[config.mk]
export PLATFORM = sky130hd
export DESIGN_NAME = ddr2_ctrl_rd_issue
export DESIGN_NICKNAME = d
export VERILOG_FILES = /design/src/rtl/ddr2_ctrl_pkg.sv /design/src/rtl/ddr2_ctrl_rd_issue.sv
export SDC_FILE = /design/constraint.sdc
export NUM_CORES = 1
export LEC_CHECK = 0
export BUFFER_PORTS_ARGS = -buffer_cell sky130_fd_sc_hd__buf_2
export CAP_MARGIN = 20
export CORE_UTILIZATION = 53
export CTS_BUF_LIST = sky130_fd_sc_hd__clkbuf_8
export DETAILED_ROUTE_END_ITERATION = 8
export PLACE_DENSITY = 0.79
export SYNTH_ARGS = -nofsm -noshare
export SYNTH_HDL_FRONTEND = slang
export SYNTH_SLANG_ARGS = --single-unit
export TNS_END_PERCENT = 1
[constraint.sdc]
create_clock -name ddr2_clk -period 2.5 [get_ports ddr2_clk]
set_clock_uncertainty 0.2 [all_clocks]
set_input_delay 0.375 -clock ddr2_clk [delete_from_list [all_inputs] [get_ports ddr2_clk]]
set_output_delay 0.375 -clock ddr2_clk [all_outputs]
set_load 0.02 [all_outputs]
[src/rtl/ddr2_ctrl_pkg.sv]
// ----------------------------------------------------------------------------
// ddr2_ctrl_pkg
//   Shared definitions for the DDR2 controller slice.
//   - rd_state_t        : read-issue FSM state encoding
//   - BEATS_PER_WORD    : 32-bit beats carried by one 128-bit word
//   - LOCAL_BURST_SIZE  : burst length (beats) presented on local_size
//   - BURST_ADDR_STEP   : local word-address advance per issued burst
//   - words_to_beats()  : 128-bit word count -> expected 32-bit beat count
// ----------------------------------------------------------------------------
package ddr2_ctrl_pkg;

  typedef enum logic [1:0] {
    IDLE        = 2'd0,
    WAIT_PERMIT = 2'd1,
    LOG_SIZE    = 2'd2,
    ISSUE       = 2'd3
  } rd_state_t;

  localparam int unsigned BEATS_PER_WORD   = 4;
  localparam logic [2:0]  LOCAL_BURST_SIZE = 3'd4;

  // One burst moves one 128-bit word, i.e. four 32-bit local words.
  localparam int unsigned BURST_ADDR_STEP  = 4;

  // Beat count for a command of len 128-bit words; 31 words -> 124 beats fits 7 bits.
  function automatic logic [6:0] words_to_beats(input logic [4:0] len);
    return 7'(len) * 7'(BEATS_PER_WORD);
  endfunction

endpackage

[src/rtl/ddr2_ctrl_rd_issue.sv]
// ----------------------------------------------------------------------------
// ddr2_ctrl_rd_issue
//   Turns a read command (start address + length in 128-bit words) into a
//   sequence of fixed-size DDR2 local read bursts. Before the first burst of a
//   command, the expected beat count is pushed once to the downstream output
//   stage, and only when that stage reports room (read_permit).
//
//   Optional build macro: DDR2_RD_ISSUE_STATS_EN adds the stall_cnt output.
//
// Ports
//   ddr2_clk            in   sole clock
//   sys_rst_n           in   asynchronous active-low reset
//   cmd_valid/cmd_ready in/out command handshake
//   cmd_addr            in   start address (32-bit local words)
//   cmd_len             in   length in 128-bit words (0 = no-op)
//   read_permit         in   downstream size/valid FIFO has room
//   local_ready         in   DDR2 controller accepts the current request
//   local_read_req      out  read request
//   local_burstbegin    out  first cycle of each burst request
//   local_address       out  burst address
//   local_size          out  burst length in beats (constant 4)
//   rd_ddr2_size        out  expected 32-bit beats for the command
//   rd_ddr2_size_wrreq  out  one-cycle push of rd_ddr2_size
//   busy                out  command in progress
//   stall_cnt           out  (DDR2_RD_ISSUE_STATS_EN only) saturating count of
//                            cycles spent waiting for read_permit
// ----------------------------------------------------------------------------
module ddr2_ctrl_rd_issue
  import ddr2_ctrl_pkg::*;
#(
  parameter int ADDR_W  = 25,
  parameter int MAX_LEN = 31
) (
  input  logic              ddr2_clk,
  input  logic              sys_rst_n,
  input  logic              cmd_valid,
  output logic              cmd_ready,
  input  logic [ADDR_W-1:0] cmd_addr,
  input  logic [4:0]        cmd_len,
  input  logic              read_permit,
  input  logic              local_ready,
  output logic              local_read_req,
  output logic              local_burstbegin,
  output logic [ADDR_W-1:0] local_address,
  output logic [2:0]        local_size,
  output logic [6:0]        rd_ddr2_size,
  output logic              rd_ddr2_size_wrreq,
  output logic              busy
`ifdef DDR2_RD_ISSUE_STATS_EN
  ,
  output logic [15:0]       stall_cnt
`endif
);

  localparam logic [4:0] MAX_LEN_C = 5'(MAX_LEN);

  rd_state_t         state_r;
  logic [ADDR_W-1:0] addr_r;
  logic [4:0]        remain_r;
  logic              cmd_ready_r;
  logic              read_req_r;
  logic              burstbegin_r;
  logic [6:0]        size_r;
  logic              size_wrreq_r;
  logic              busy_r;

  logic [4:0]        len_clamped_s;
  logic [ADDR_W-1:0] addr_inc_s;

  // Clamp oversized command lengths to MAX_LEN.
  always_comb begin
    len_clamped_s = cmd_len;
    if (32'(cmd_len) > MAX_LEN) begin
      len_clamped_s = MAX_LEN_C;
    end else begin
      len_clamped_s = cmd_len;
    end
  end

  // Next burst address; natural truncation gives the modulo-2^ADDR_W wrap.
  always_comb begin
    addr_inc_s = addr_r + ADDR_W'(BURST_ADDR_STEP);
  end

  // Read-issue FSM; every output is a register updated with the state.
  always_ff @(posedge ddr2_clk or negedge sys_rst_n) begin
    if (!sys_rst_n) begin
      state_r      <= IDLE;
      addr_r       <= '0;
      remain_r     <= 5'd0;
      cmd_ready_r  <= 1'b1;
      read_req_r   <= 1'b0;
      burstbegin_r <= 1'b0;
      size_r       <= 7'd0;
      size_wrreq_r <= 1'b0;
      busy_r       <= 1'b0;
    end else begin
      // Single-cycle pulses fall back to zero unless re-armed below.
      size_wrreq_r <= 1'b0;
      burstbegin_r <= 1'b0;
      case (state_r)
        IDLE: begin
          if (cmd_valid && cmd_ready_r) begin
            if (len_clamped_s == 5'd0) begin
              // Zero-length command: consumed, nothing issued, remain ready.
              state_r     <= IDLE;
              cmd_ready_r <= 1'b1;
              busy_r      <= 1'b0;
            end else begin
              state_r     <= WAIT_PERMIT;
              addr_r      <= cmd_addr;
              remain_r    <= len_clamped_s;
              cmd_ready_r <= 1'b0;
              busy_r      <= 1'b1;
            end
          end else begin
            state_r     <= IDLE;
            cmd_ready_r <= 1'b1;
            busy_r      <= 1'b0;
          end
        end

        WAIT_PERMIT: begin
          if (read_permit) begin
            state_r      <= LOG_SIZE;
            size_r       <= words_to_beats(remain_r);
            size_wrreq_r <= 1'b1;
          end else begin
            state_r <= WAIT_PERMIT;
          end
        end

        LOG_SIZE: begin
          // Size was pushed this cycle; the first request follows next cycle.
          state_r      <= ISSUE;
          read_req_r   <= 1'b1;
          burstbegin_r <= 1'b1;
        end

        ISSUE: begin
          // read_permit is deliberately ignored here: the size is already logged.
          if (local_ready) begin
            addr_r   <= addr_inc_s;
            remain_r <= remain_r - 5'd1;
            if (remain_r == 5'd1) begin
              state_r     <= IDLE;
              read_req_r  <= 1'b0;
              cmd_ready_r <= 1'b1;
              busy_r      <= 1'b0;
            end else begin
              state_r      <= ISSUE;
              read_req_r   <= 1'b1;
              burstbegin_r <= 1'b1;
            end
          end else begin
            // Hold request and address until the controller takes it.
            state_r    <= ISSUE;
            read_req_r <= 1'b1;
          end
        end

        default: begin
          state_r     <= IDLE;
          read_req_r  <= 1'b0;
          cmd_ready_r <= 1'b1;
          busy_r      <= 1'b0;
        end
      endcase
    end
  end

  assign cmd_ready          = cmd_ready_r;
  assign local_read_req     = read_req_r;
  assign local_burstbegin   = burstbegin_r;
  assign local_address      = addr_r;
  assign local_size         = LOCAL_BURST_SIZE;
  assign rd_ddr2_size       = size_r;
  assign rd_ddr2_size_wrreq = size_wrreq_r;
  assign busy               = busy_r;

`ifdef DDR2_RD_ISSUE_STATS_EN
  logic [15:0] stall_cnt_r;

  // Count cycles blocked on read_permit, saturating at all-ones.
  always_ff @(posedge ddr2_clk or negedge sys_rst_n) begin
    if (!sys_rst_n) begin
      stall_cnt_r <= 16'd0;
    end else if ((state_r == WAIT_PERMIT) && !read_permit && (stall_cnt_r != 16'hFFFF)) begin
      stall_cnt_r <= stall_cnt_r + 16'd1;
    end else begin
      stall_cnt_r <= stall_cnt_r;
    end
  end

  assign stall_cnt = stall_cnt_r;
`endif

endmodule

==> flow_metrics.tcl <==
set metrics [dict create \
    totalWireLength_um 5590 \
    critPathKind "register to register" \
    synth_top_area_share_pct 42.8 \
    cts_max_level 2 \
    antenna_found_initial 0 \
    port_buffers 69 \
    synth.distinct_cells 45 \
    worstPathArrival_ns 2.20 \
    ant_nets 0 \
    synthArstFlopShare_pct 100 \
    die_w_um 69.3 \
    hold_path.class "input port to register" \
    layout.nets 369 \
    ys_ff_latch 42 \
    via_per_inst 5.91 \
    ys.flop_type "dfrtp_1" \
    root_buffer "clkbuf_8" \
    grt_first_pass_wirelength_um 9560 \
    fp-row-count 24 \
    place_hpwl_um 3890 \
    dieArea_mm2 0.00480 \
    cp_max_fo 7 \
    period_needed_ns 2.19 \
    synth_top_cells_by_count "dfrtp_1 (41), o21ai_0 (29), nor2_1 (28)" \
    worstPathRequired_ns 2.52 \
    synth_area_leader_cell "dfrtp_1" \
    p_per_area_mw_per_mm2 1300 \
    grtUsageTotal_pct 24.5 \
    netlist_area_mm2 0.00240 \
    clkTransAtPathRegs_ns 0.08 \
    seq_area_frac_synth_pct 43.8 \
    crit_family "simple AND/OR/NAND/NOR gates" \
    synth.most_common_cell "dfrtp_1" \
    io_pins 75 \
    cap_viol_max_count 0 \
    cts_max_path_buffers 2 \
    core_area_mm2 0.00435 \
    gp_congestion 0.831 \
    dr.pass1.iters 4 \
    power_leakage_uw 0.00130 \
    drtIter0Drc 205 \
    timing.fmax_ghz 0.458 \
    post-route-period-util_pct 87.4 \
    initial_utilization_pct 55.1 \
    grt_max_degree 43 \
    end_kind "register" \
    crit_buf_inv 0 \
    die_y_um 69.3 \
    slowest_delay_ns 0.42 \
    numCtsBuffers 5 \
    grt_pass1_vias 2069 \
    overflow 0 \
    crit_slowest_cell "nor4_1" \
    syn_inst 267 \
    routedWlPerCell_um 14.6 \
    tritoncts "built" \
    area_growth_pct 19.0 \
    diodes 0 \
    avgSynthCellArea_um2 8.99 \
    hold_slack_ns 0.107 \
    synth_warnings 0 \
    synth_edf_count 0 \
    fin_setup_tns_ns 0 \
    drive_gt1_share_pct 30.1 \
    setup_viol 0 \
    post-route-drc-count 0 \
    clk-insertion-delay-late_ns 0.30 \
    status "finished, final reports clean" \
    path_cells "ha_1 > and4_1 > nand2_1 > nor4_1 > o21ai_0 > a22oi_1" \
    via_count 2270 \
    hold_viol_final 0 \
    synthTopCellsByArea "dfrtp_1 (43%), o21ai_0 (6.0%), a21oi_1 (4.6%)" \
    critPathLaunchType "register" \
    peakVddDrop_mv 0.610 \
    rsz0062_at_grt "false" \
    slew_violations 0 \
    cts.sinks 42 \
]
==> placed cells by master, fill, tap and decap left out, types with 2 or more instances in the layout <==
cell type	count
nand3_1	12
nand2_1	25
a21oi_1	22
o31ai_1	2
a2bb2oi_1	3
o22a_1	2
dfrtp_1	41
a22oi_1	4
ha_1	3
buf_2	69
and3_1	4
mux2i_1	2
o22ai_1	7
conb_1	5
o32ai_1	3
nor2_1	28
nand4_1	4
clkbuf_8	6
a32oi_1	2
a31o_2	3
buf_4	7
inv_1	7
nor4_1	3
o21ai_0	29
nand3b_1	2
mux2_2	5
o2bb2a_4	3
a31oi_1	4
and2_1	5
and4_1	3
==> power by group <==
part / switching (uW) / total (uW) / internal [uW] / leakage [uW]
registers: 326 / 1320 / 993 / 0.000490
clock network: 236 / 455 / 219 / 0.0000524
logic: 1180 / 1940 / 765 / 0.000757
==> cell type report <==
type | instances | area [um^2]
multi-input combinational | 198 | 1200
timing repair buffer | 78 | 428
sequential | 42 | 1050
inverter | 6 | 22.5
clock buffer | 6 | 82.6
clock inverter | 2 | 8.76
fill | 407 | 1500
tap | 52 | 65.1
==> path summary, 6_finish.rpt <==
kind	slack, ns	end	start	depth (start not counted)
setup / recovery	0.31	local_address[24]	local_address[2]	6
hold / removal	0.11	local_address[1]	cmd_addr[1]	2
setup reg to reg	0.31	local_address[24]	local_address[2]	6
hold reg to reg	0.30	rd_ddr2_size[2]	rd_ddr2_size[2]	2
max in group asynchronous	1.46	cmd_ready	sys_rst_n	3
min in group asynchronous	0.36	local_address[24]	sys_rst_n	3
==> cells by family after synthesis <==
| group | after synthesis | synth area share (%) |
|---|---|---|
| adders and majority gates | 3 | 1.56 |
| and+or+nand+nor | 89 | 17.6 |
| AOI/OAI and AO/OA | 94 | 26.7 |
| muxes | 7 | 3.18 |
| other | 2 | 0.313 |
| DFF | 42 | 43.8 |
| buffers and inverters | 30 | 6.78 |
==> flip-flops by register name, indices dropped and copies added (netlist names) <==
| signal | cells |
|---|---|
| rd_ddr2_size_wrreq | 1 |
| state_r | 2 |
| remain_r | 5 |
| rd_ddr2_size | 5 |
| local_address | 25 |
| cmd_ready | 1 |
| local_burstbegin | 1 |
| busy | 1 |
| local_read_req | 1 |
==> worst reg2reg max path, delay by kind of cell, from the launching register on <==
| kind | cells | cell delay [ns] |
|---|---|---|
| fa+ha+maj | 1 | 0.25 |
| compound gates | 2 | 0.32 |
| flops | 1 | 0.41 |
| simple gates | 3 | 0.94 |
==> metal layers <==
metal | track usage (%) | wire [um]
met1 | 34.2 | 2490
met2 | 38.2 | 2690
met3 | 3.49 | 318
met4 | 10.7 | 84
met5 | 0 | 0
==> stage by stage <==
step	total power, uW	area [um^2]	util [%]	instances	setup slack, ns
finish	3710	2860	65.6	384	0.315
global route	4030	2860	65.6	384	0.202
CTS	3730	2860	65.6	384	0.361
detailed placement	3270	2750	63.2	375	0.174
global placement	3210	2750	63.2	375	0.240
floorplan	2740	2410	-	270	0.436
==> timing repair <==
item	4_1_cts	5_1_grt
buffers inserted	0	0
endpoints found under the hold margin	41	0
hold buffers	1	0
endpoints found under the setup margin	0	0
gates resized for setup	0	0
Note: power is estimated with default switching activity, not from simulation.
